==> src/rtl/frame_run_allocator.sv <==
// Contiguous-run page-frame allocator: first-fit sequential scan for allocs,
// owner-checked range free, and a full sweep that releases every frame of one owner.
module frame_run_allocator #(
  parameter int NUM_FRAMES = 256,
  parameter int FRAME_BITS = 8,
  parameter int MAX_RUN    = 8,
  parameter int RUN_BITS   = 4,
  parameter int OWNER_BITS = 4
) (
  input  logic                  clk,
  input  logic                  rst,
  output logic                  ready,
  input  logic                  alloc_req,
  input  logic [RUN_BITS-1:0]   alloc_len,
  input  logic [OWNER_BITS-1:0] alloc_owner,
  output logic                  alloc_done,
  output logic                  alloc_ok,
  output logic [FRAME_BITS-1:0] alloc_base,
  input  logic                  free_req,
  input  logic [FRAME_BITS-1:0] free_base,
  input  logic [RUN_BITS-1:0]   free_len,
  input  logic [OWNER_BITS-1:0] free_owner,
  output logic                  free_done,
  output logic                  free_ok,
  input  logic                  rel_req,
  input  logic [OWNER_BITS-1:0] rel_owner,
  output logic                  rel_done,
  output logic [FRAME_BITS:0]   rel_count,
  output logic [FRAME_BITS:0]   free_count,
  output logic                  out_of_memory
);

  typedef enum logic [1:0] {IDLE, SCAN, COMMIT, RELEASE} state_t;

  localparam int CW = FRAME_BITS + 1;
  localparam logic [FRAME_BITS-1:0] LAST_FRAME = FRAME_BITS'(NUM_FRAMES - 1);

  state_t                state_q, state_d;
  logic [NUM_FRAMES-1:0] bitmap_q, bitmap_d;
  logic [OWNER_BITS-1:0] tag_q [NUM_FRAMES];
  logic [OWNER_BITS-1:0] tag_d [NUM_FRAMES];
  logic [CW-1:0]         free_count_q, free_count_d;
  logic [FRAME_BITS-1:0] cursor_q, cursor_d;
  logic [FRAME_BITS-1:0] run_start_q, run_start_d;
  logic [RUN_BITS-1:0]   run_cnt_q, run_cnt_d;
  logic [RUN_BITS-1:0]   len_q, len_d;
  logic [OWNER_BITS-1:0] owner_q, owner_d;
  logic                  fit_q, fit_d;
  logic [CW-1:0]         rel_cnt_q, rel_cnt_d;

  logic                  alloc_done_q, alloc_done_d;
  logic                  alloc_ok_q, alloc_ok_d;
  logic [FRAME_BITS-1:0] alloc_base_q, alloc_base_d;
  logic                  free_done_q, free_done_d;
  logic                  free_ok_q, free_ok_d;
  logic                  rel_done_q, rel_done_d;
  logic [CW-1:0]         rel_count_q, rel_count_d;

  logic [CW-1:0]         commit_end, free_start, free_end;
  logic [NUM_FRAMES-1:0] commit_mask, free_mask, free_viol;
  logic                  commit_we, free_valid, alloc_reject, rel_hit, last_frame;
  logic [RUN_BITS-1:0]   run_cnt_inc;

  assign commit_end = CW'(run_start_q) + CW'(len_q);
  assign free_start = CW'(free_base);
  assign free_end   = CW'(free_base) + CW'(free_len);
  assign commit_we  = (state_q == COMMIT) && fit_q;

  // Per-frame range decode for the commit write and the free ownership check.
  generate
    for (genvar gi = 0; gi < NUM_FRAMES; gi++) begin : g_frame
      assign commit_mask[gi] = (CW'(gi) >= CW'(run_start_q)) && (CW'(gi) < commit_end);
      assign free_mask[gi]   = (CW'(gi) >= free_start) && (CW'(gi) < free_end);
      assign free_viol[gi]   = free_mask[gi] && (bitmap_q[gi] || (tag_q[gi] != free_owner));
      assign tag_d[gi]       = (commit_we && commit_mask[gi]) ? owner_q : tag_q[gi];
    end
  endgenerate

  assign free_valid = (free_len != '0) && (free_len <= RUN_BITS'(MAX_RUN)) &&
                      (free_end <= CW'(NUM_FRAMES)) && !(|free_viol);
  assign alloc_reject = (alloc_len == '0) || (alloc_len > RUN_BITS'(MAX_RUN)) ||
                        (CW'(alloc_len) > free_count_q);
  assign rel_hit     = !bitmap_q[cursor_q] && (tag_q[cursor_q] == owner_q);
  assign last_frame  = (cursor_q == LAST_FRAME);
  assign run_cnt_inc = run_cnt_q + RUN_BITS'(1);

  always_comb begin
    state_d      = state_q;
    bitmap_d     = bitmap_q;
    free_count_d = free_count_q;
    cursor_d     = cursor_q;
    run_start_d  = run_start_q;
    run_cnt_d    = run_cnt_q;
    len_d        = len_q;
    owner_d      = owner_q;
    fit_d        = fit_q;
    rel_cnt_d    = rel_cnt_q;
    alloc_done_d = 1'b0;
    alloc_ok_d   = 1'b0;
    alloc_base_d = '0;
    free_done_d  = 1'b0;
    free_ok_d    = 1'b0;
    rel_done_d   = 1'b0;
    rel_count_d  = rel_count_q;

    case (state_q)
      IDLE: begin
        if (rel_req) begin
          owner_d   = rel_owner;
          cursor_d  = '0;
          rel_cnt_d = '0;
          state_d   = RELEASE;
        end else if (free_req) begin
          free_done_d = 1'b1;
          if (free_valid) begin
            bitmap_d     = bitmap_q | free_mask;
            free_count_d = free_count_q + CW'(free_len);
            free_ok_d    = 1'b1;
          end
        end else if (alloc_req) begin
          if (alloc_reject) begin
            alloc_done_d = 1'b1;
          end else begin
            len_d       = alloc_len;
            owner_d     = alloc_owner;
            cursor_d    = '0;
            run_start_d = '0;
            run_cnt_d   = '0;
            state_d     = SCAN;
          end
        end
      end

      SCAN: begin
        cursor_d = cursor_q + FRAME_BITS'(1);
        if (bitmap_q[cursor_q]) begin
          run_cnt_d = run_cnt_inc;
          if (run_cnt_inc == len_q) begin
            fit_d   = 1'b1;
            state_d = COMMIT;
          end else if (last_frame) begin
            fit_d   = 1'b0;
            state_d = COMMIT;
          end
        end else begin
          run_cnt_d   = '0;
          run_start_d = cursor_q + FRAME_BITS'(1);
          if (last_frame) begin
            fit_d   = 1'b0;
            state_d = COMMIT;
          end
        end
      end

      // A failed scan also passes through here so its pulse lands one edge later.
      COMMIT: begin
        alloc_done_d = 1'b1;
        if (fit_q) begin
          alloc_ok_d   = 1'b1;
          alloc_base_d = run_start_q;
          bitmap_d     = bitmap_q & ~commit_mask;
          free_count_d = free_count_q - CW'(len_q);
        end
        state_d = IDLE;
      end

      RELEASE: begin
        cursor_d = cursor_q + FRAME_BITS'(1);
        if (rel_hit) begin
          bitmap_d[cursor_q] = 1'b1;
          free_count_d       = free_count_q + CW'(1);
          rel_cnt_d          = rel_cnt_q + CW'(1);
        end
        if (last_frame) begin
          rel_done_d  = 1'b1;
          rel_count_d = rel_cnt_d;
          state_d     = IDLE;
        end
      end

      default: state_d = IDLE;
    endcase
  end

  always_ff @(posedge clk or posedge rst) begin
    if (rst) begin
      state_q      <= IDLE;
      bitmap_q     <= '1;
      for (int i = 0; i < NUM_FRAMES; i++) tag_q[i] <= '0;
      free_count_q <= CW'(NUM_FRAMES);
      cursor_q     <= '0;
      run_start_q  <= '0;
      run_cnt_q    <= '0;
      len_q        <= '0;
      owner_q      <= '0;
      fit_q        <= 1'b0;
      rel_cnt_q    <= '0;
      alloc_done_q <= 1'b0;
      alloc_ok_q   <= 1'b0;
      alloc_base_q <= '0;
      free_done_q  <= 1'b0;
      free_ok_q    <= 1'b0;
      rel_done_q   <= 1'b0;
      rel_count_q  <= '0;
    end else begin
      state_q      <= state_d;
      bitmap_q     <= bitmap_d;
      tag_q        <= tag_d;
      free_count_q <= free_count_d;
      cursor_q     <= cursor_d;
      run_start_q  <= run_start_d;
      run_cnt_q    <= run_cnt_d;
      len_q        <= len_d;
      owner_q      <= owner_d;
      fit_q        <= fit_d;
      rel_cnt_q    <= rel_cnt_d;
      alloc_done_q <= alloc_done_d;
      alloc_ok_q   <= alloc_ok_d;
      alloc_base_q <= alloc_base_d;
      free_done_q  <= free_done_d;
      free_ok_q    <= free_ok_d;
      rel_done_q   <= rel_done_d;
      rel_count_q  <= rel_count_d;
    end
  end

  assign ready         = (state_q == IDLE);
  assign alloc_done    = alloc_done_q;
  assign alloc_ok      = alloc_ok_q;
  assign alloc_base    = alloc_base_q;
  assign free_done     = free_done_q;
  assign free_ok       = free_ok_q;
  assign rel_done      = rel_done_q;
  assign rel_count     = rel_count_q;
  assign free_count    = free_count_q;
  assign out_of_memory = (free_count_q == '0);

endmodule

==> config.mk <==
export PLATFORM = sky130hd
export DESIGN_NAME = frame_run_allocator
export DESIGN_NICKNAME = d
export VERILOG_FILES = /design/src/rtl/frame_run_allocator.sv
export SDC_FILE = /design/constraint.sdc
export NUM_CORES = 2
export LEC_CHECK = 0
export CORE_ASPECT_RATIO = 1.75
export CORE_MARGIN = 4
export CORE_UTILIZATION = 40
export CTS_BUF_LIST = sky130_fd_sc_hd__clkbuf_8
export CTS_CLUSTER_DIAMETER = 120
export CTS_CLUSTER_SIZE = 40
export DETAILED_ROUTE_END_ITERATION = 6
export GPL_TIMING_DRIVEN = 1
export PLACE_DENSITY = 0.61
export SLEW_MARGIN = 10
export SYNTH_ARGS = -nofsm -noshare
export SYNTH_HDL_FRONTEND = slang
export SYNTH_SLANG_ARGS = --single-unit
==> constraint.sdc <==
create_clock -name clk -period 54.6 [get_ports clk]
set_input_delay 16.38 -clock clk [delete_from_list [all_inputs] [get_ports clk]]
set_output_delay 16.38 -clock clk [all_outputs]
set_load 0.02 [all_outputs]
==> flow_summary.json, run 1 <==
{
  "stop_stage": "global routing (5_1_grt)",
  "status": "stopped before the end",
  "cts_hold_buf": 0,
  "syn_area_per_cell_sq_um": 10.1,
  "synth_compound_area_share_pct": 14.8,
  "grt_start_max_net_pins": 146,
  "numPortBuffers": 65,
  "synth-edff-count": 0,
  "ys_async_sr_fraction_pct": 100,
  "synth_top_family_by_area": "multiplexers",
  "grt_pass1_vias": 105000,
  "synth_top_flop_cell": "dfrtp_1",
  "io_pins": 66,
  "cts_buffer_depth": 3,
  "synthTopCellsByArea": "dfrtp_1 (30%), mux2_2 (13%), dfstp_2 (7.5%)",
  "place.gp.congestion": 1.24,
  "track_usage_pct": 71.8,
  "syn_inst": 8926,
  "htreeDepth": 2,
  "syn-cell-area_sq_um": 90000,
  "cts_sinks": 1351,
  "syn-num-nets": 8990,
  "cts_setup_buffers": 0,
  "cts_resized": 0,
  "ys_ff_latch": 1351,
  "synthTopCellsByCount": "dfrtp_1 (1094), mux2_2 (1039), xnor2_1 (720)",
  "overflow": 618,
  "place_hpwl_um": 580000,
  "synthSimpleGateAreaFrac_pct": 10.9,
  "stop_error": "[ERROR GRT-0116] Global routing finished with congestion. Check the congestion regions in the DRC Viewer.",
  "die_h_um": 636,
  "yosys.area.top_type": "dfrtp_1",
  "yosysTopAreaCellShare_pct": 30.4,
  "ys_types": 103,
  "synth_mux_area_share_pct": 21.5,
  "cts_root_buf": "clkbuf_8",
  "grt_pass1_wl_um": 1150000,
  "row_count": 230,
  "ys_warn_count": 0,
  "start_util_pct": 40.2,
  "synth.most_common_cell": "dfrtp_1",
  "die_w_um": 367,
  "synth_xor_xnor_area_share_pct": 10.5,
  "synth-adder-area-share_pct": 0.467,
  "yosysSeqAreaShare_pct": 37.9,
  "numCtsBuffers": 42
}
[per-stage QoR]
| step | instances | instance area [sq um] | utilization [%] | hold WS, ps | setup WS, ps |
|---|---|---|---|---|---|
| after floorplan | 8926 | 90000 | - | 449 | 558 |
| after global placement | 11700 | 97200 | 43.4 | 461 | 28550 |
| after detailed placement | 11700 | 97400 | 43.4 | 475 | 28440 |
| after CTS | 11800 | 98200 | 43.8 | 500 | 29480 |
[layer usage]
layer / GRT usage [%] / overflow
met5: 18.3 / 0
met4: 71.6 / 291
met2: 90.0 / 323
met3: 52.5 / 3
met1: 73.3 / 1
[cell families after synthesis]
family | Yosys count
XOR/XNOR | 1074
AND/OR/NAND/NOR | 2064
multiplexers | 1499
buffers and inverters | 883
AO/OA/AOI/OAI | 2023
flip-flops | 1351
adder cells (fa/ha/maj) | 32
==> run 2, diff against run 1 <==
- CORE_ASPECT_RATIO: 1.75 -> default
- CORE_UTILIZATION: 40 -> 25
- CTS_BUF_LIST: sky130_fd_sc_hd__clkbuf_8 -> default
- CTS_CLUSTER_DIAMETER: 120 -> default
- CTS_CLUSTER_SIZE: 40 -> default
- PLACE_DENSITY: 0.61 -> default
- PLACE_DENSITY_LB_ADDON: default -> 0.15
- clock period: 54.6 -> 71 ns (I/O delays scaled with it)
==> flow_summary.json, run 2 <==
{
  "status": "finished with violations",
  "violations": "DRC, capacitance limit, slew limit",
  "p_sw_share_pct": 51.7,
  "drc": 4,
  "reg2reg_to": "free_count[8]",
  "ys_ff_latch": 1351,
  "place_area_sq_um": 100000,
  "worst_slew_pin_slew_ps": 1590,
  "maxCapViolCount": 6,
  "rsz0062_at_grt": "false",
  "p_switching_mw": 2.17,
  "cts_buffer_depth": 4,
  "synthTopCellsByArea": "dfrtp_1 (30%), mux2_2 (13%), dfstp_2 (7.5%)",
  "synth-edff-count": 0,
  "final_antenna_net_count": 0,
  "yosysTopAreaCellShare_pct": 30.4,
  "whs_endpoint": "rel_count[4]",
  "start_util_pct": 25.1,
  "critPathBufInv": 7,
  "largest_reg_flops": 1024,
  "place.gp.congestion": 1.15,
  "wl_per_cell_um": 57.2,
  "row_count": 220,
  "power.density_nw_per_um2": 39.3,
  "clock_power_share_pct": 22.7,
  "required_ps": 71830,
  "grt_start_max_net_pins": 160,
  "largest_registers": "tag_q (1024), bitmap_q (256)",
  "grt_pass1_wl_um": 1010000,
  "hp-class": "reg2reg",
  "pwr-share-seq_pct": 26.7,
  "cts_tree": "done",
  "leakage_nw": 44.3,
  "yosys.area.top_type": "dfrtp_1",
  "vias": 90200,
  "synthTopCellsByCount": "dfrtp_1 (1094), mux2_2 (1039), xnor2_1 (720)",
  "ys_async_sr_fraction_pct": 100,
  "ys_types": 103,
  "drtIter0Drc": 13100,
  "slew_headroom_pct": -6.04,
  "die_area_sq_um": 370000,
  "clock_latency_ps": 960,
  "fmax_ghz": 0.0322,
  "most-common-layout-cells": "dfrtp_1 (1078), mux2_2 (1039), xnor2_1 (711)",
  "cp.arrival_ps": 31900,
  "cpPeakStageDelay_ps": 1290,
  "p_comb_share_pct": 50.7,
  "syn_inst": 8926,
  "syn_area_per_cell_sq_um": 10.1,
  "path_max_fanout": 50,
  "htreeDepth": 4,
  "die_w_um": 608,
  "drive_gt1_share_pct": 31.2,
  "vias_per_cell": 6.35,
  "cp_cell_sequence": "clkdlybuf4s50_1, ha_1, inv_1, fa_1, nor2b_1, o21ai_4, buf_4, xnor2_2, buf_4, buf_4, a21oi_1, o21ai_0, o22ai_1, nor4_1, nand4_1, nand4b_1, o22a_4, buf_4, buf_4, a21oi_1, o21a_1",
  "syn-cell-area_sq_um": 90000,
  "ys_warn_count": 0,
  "cp_top_family": "compound AO/OA/AOI/OAI gates",
  "path_clk_slew_ps": 60,
  "die_h_um": 608,
  "fin_crit_ps": 31060,
  "final_common_cell": "dfrtp_1",
  "syn-num-nets": 8990,
  "tns_ps": 0,
  "cts_setup_buffers": 0,
  "numCtsBuffers": 175,
  "areaGrowthSynthToFinish_pct": 18.6,
  "synth.most_common_cell": "dfrtp_1",
  "endpoint_kind": "flip-flop",
  "cts_root_buf": "clkbuf_16",
  "cpMostUsedCell": "buf_4",
  "core_sq_um": 359000,
  "track_usage_pct": 42.3,
  "regMostFlops": "tag_q",
  "place_hpwl_um": 639000,
  "finalMaxSlewViolations": 18,
  "io_pins": 66,
  "skew_ps": 80.6,
  "criticalPathCategory": "in2reg",
  "synth_top_flop_cell": "dfrtp_1",
  "numPortBuffers": 65,
  "yosysSeqAreaShare_pct": 37.9,
  "wl_um": 812000,
  "rr_worst_depth": 17,
  "grt_pass1_vias": 84500,
  "critical_path.startpoint_type": "primary input",
  "dr.pass1.iters": 7,
  "min_delay_path_depth": 2,
  "final_area_sq_um": 107000,
  "cts_sinks": 1351,
  "rrSetupSlack_ps": 61520,
  "hold_viol": 0,
  "critPathSlowestCell": "nor4_1",
  "fin_nets": 9170,
  "overflow": 0,
  "cts_hold_buf": 0,
  "finalCritPeriodShare_pct": 43.8,
  "min-delay-start": "rel_count[4]",
  "antenna_found_initial": 191,
  "p_int_mw": 2.03,
  "ir_drop_mv": 0.0245,
  "r2r-start": "cursor_q[2]",
  "cts_resized": 0,
  "setup_violations": 0
}
run 2: cell counts after synthesis:
Identical to the previous run, type by type.
run 2: cell type report:
cell class,instances,area [sq um]
well taps,4773,5970
repair buffers,763,6130
inverters,123,469
multi-input cells,6692,53700
flip-flops and latches,1351,34200
fillers,37700,252000
diodes,168,420
clock buffers,251,5050
clock inverters,68,925
run 2: power by group through the flow:
stage	logic (mW)	clock network, mW	registers [mW]
2_1_floorplan	0.919	0	1.04
3_3_place_gp	2.01	0	1.12
3_5_place_dp	2.02	0	1.13
5_1_grt	2.07	0.999	1.13
6_report	2.13	0.952	1.12
4_1_cts	2.02	0.973	1.11
run 2: stage by stage:
step	util, %	power [mW]	hold WS [ps]	instances	worst slack (ps)
2_1_floorplan	-	1.96	449	8926	12040
3_3_place_gp	27.9	3.14	469	13700	39120
3_5_place_dp	28.0	3.14	474	13700	39790
4_1_cts	29.6	4.11	487	14000	40710
5_1_grt	29.7	4.20	494	14100	40450
6_report	29.8	4.20	484	14200	39940
run 2: how the worst max path moves through the flow:
stage / end / slack [ps] / cells past startpoint / start
floorplan: alloc_base[0] / 12040 / 1 / rst
global route: free_count[4] / 40450 / 21 / free_base[0]
global placement: bitmap_q[72] / 39120 / 21 / free_base[0]
finish: bitmap_q[72] / 39940 / 21 / free_base[0]
CTS: free_count[4] / 40710 / 21 / free_base[0]
detailed placement: free_count[4] / 39790 / 21 / free_base[0]
run 2: logic make-up (layout without fill, tap and decap cells):
kind of cell	Yosys count	after routing	synth area share, %
fa+ha+maj	32	32	0.467
simple gates	2064	2064	10.9
flops	1351	1351	37.9
mux	1499	1499	21.5
compound gates	2023	2023	14.8
other cells	0	168	0
xor+xnor	1074	1074	10.5
buf+inv	883	1205	4.02
run 2: worst min-delay path, cell delays in order (launching register included):
cell	delay [ps]
dfrtp_1	340
nand2_1	50
o21ai_0	60
run 2: routing by layer:
layer	up-vias	track usage [%]	routed length, um	share of wire, %
met5	-	0.387	440	0.054
met1	48400	52.1	322000	40
met4	36	33.3	76600	9.4
li1	33700	-	-	-
met2	6312	60.2	334000	41
met3	1705	14.1	78600	9.7
Note: power is estimated with default switching activity, not from simulation.
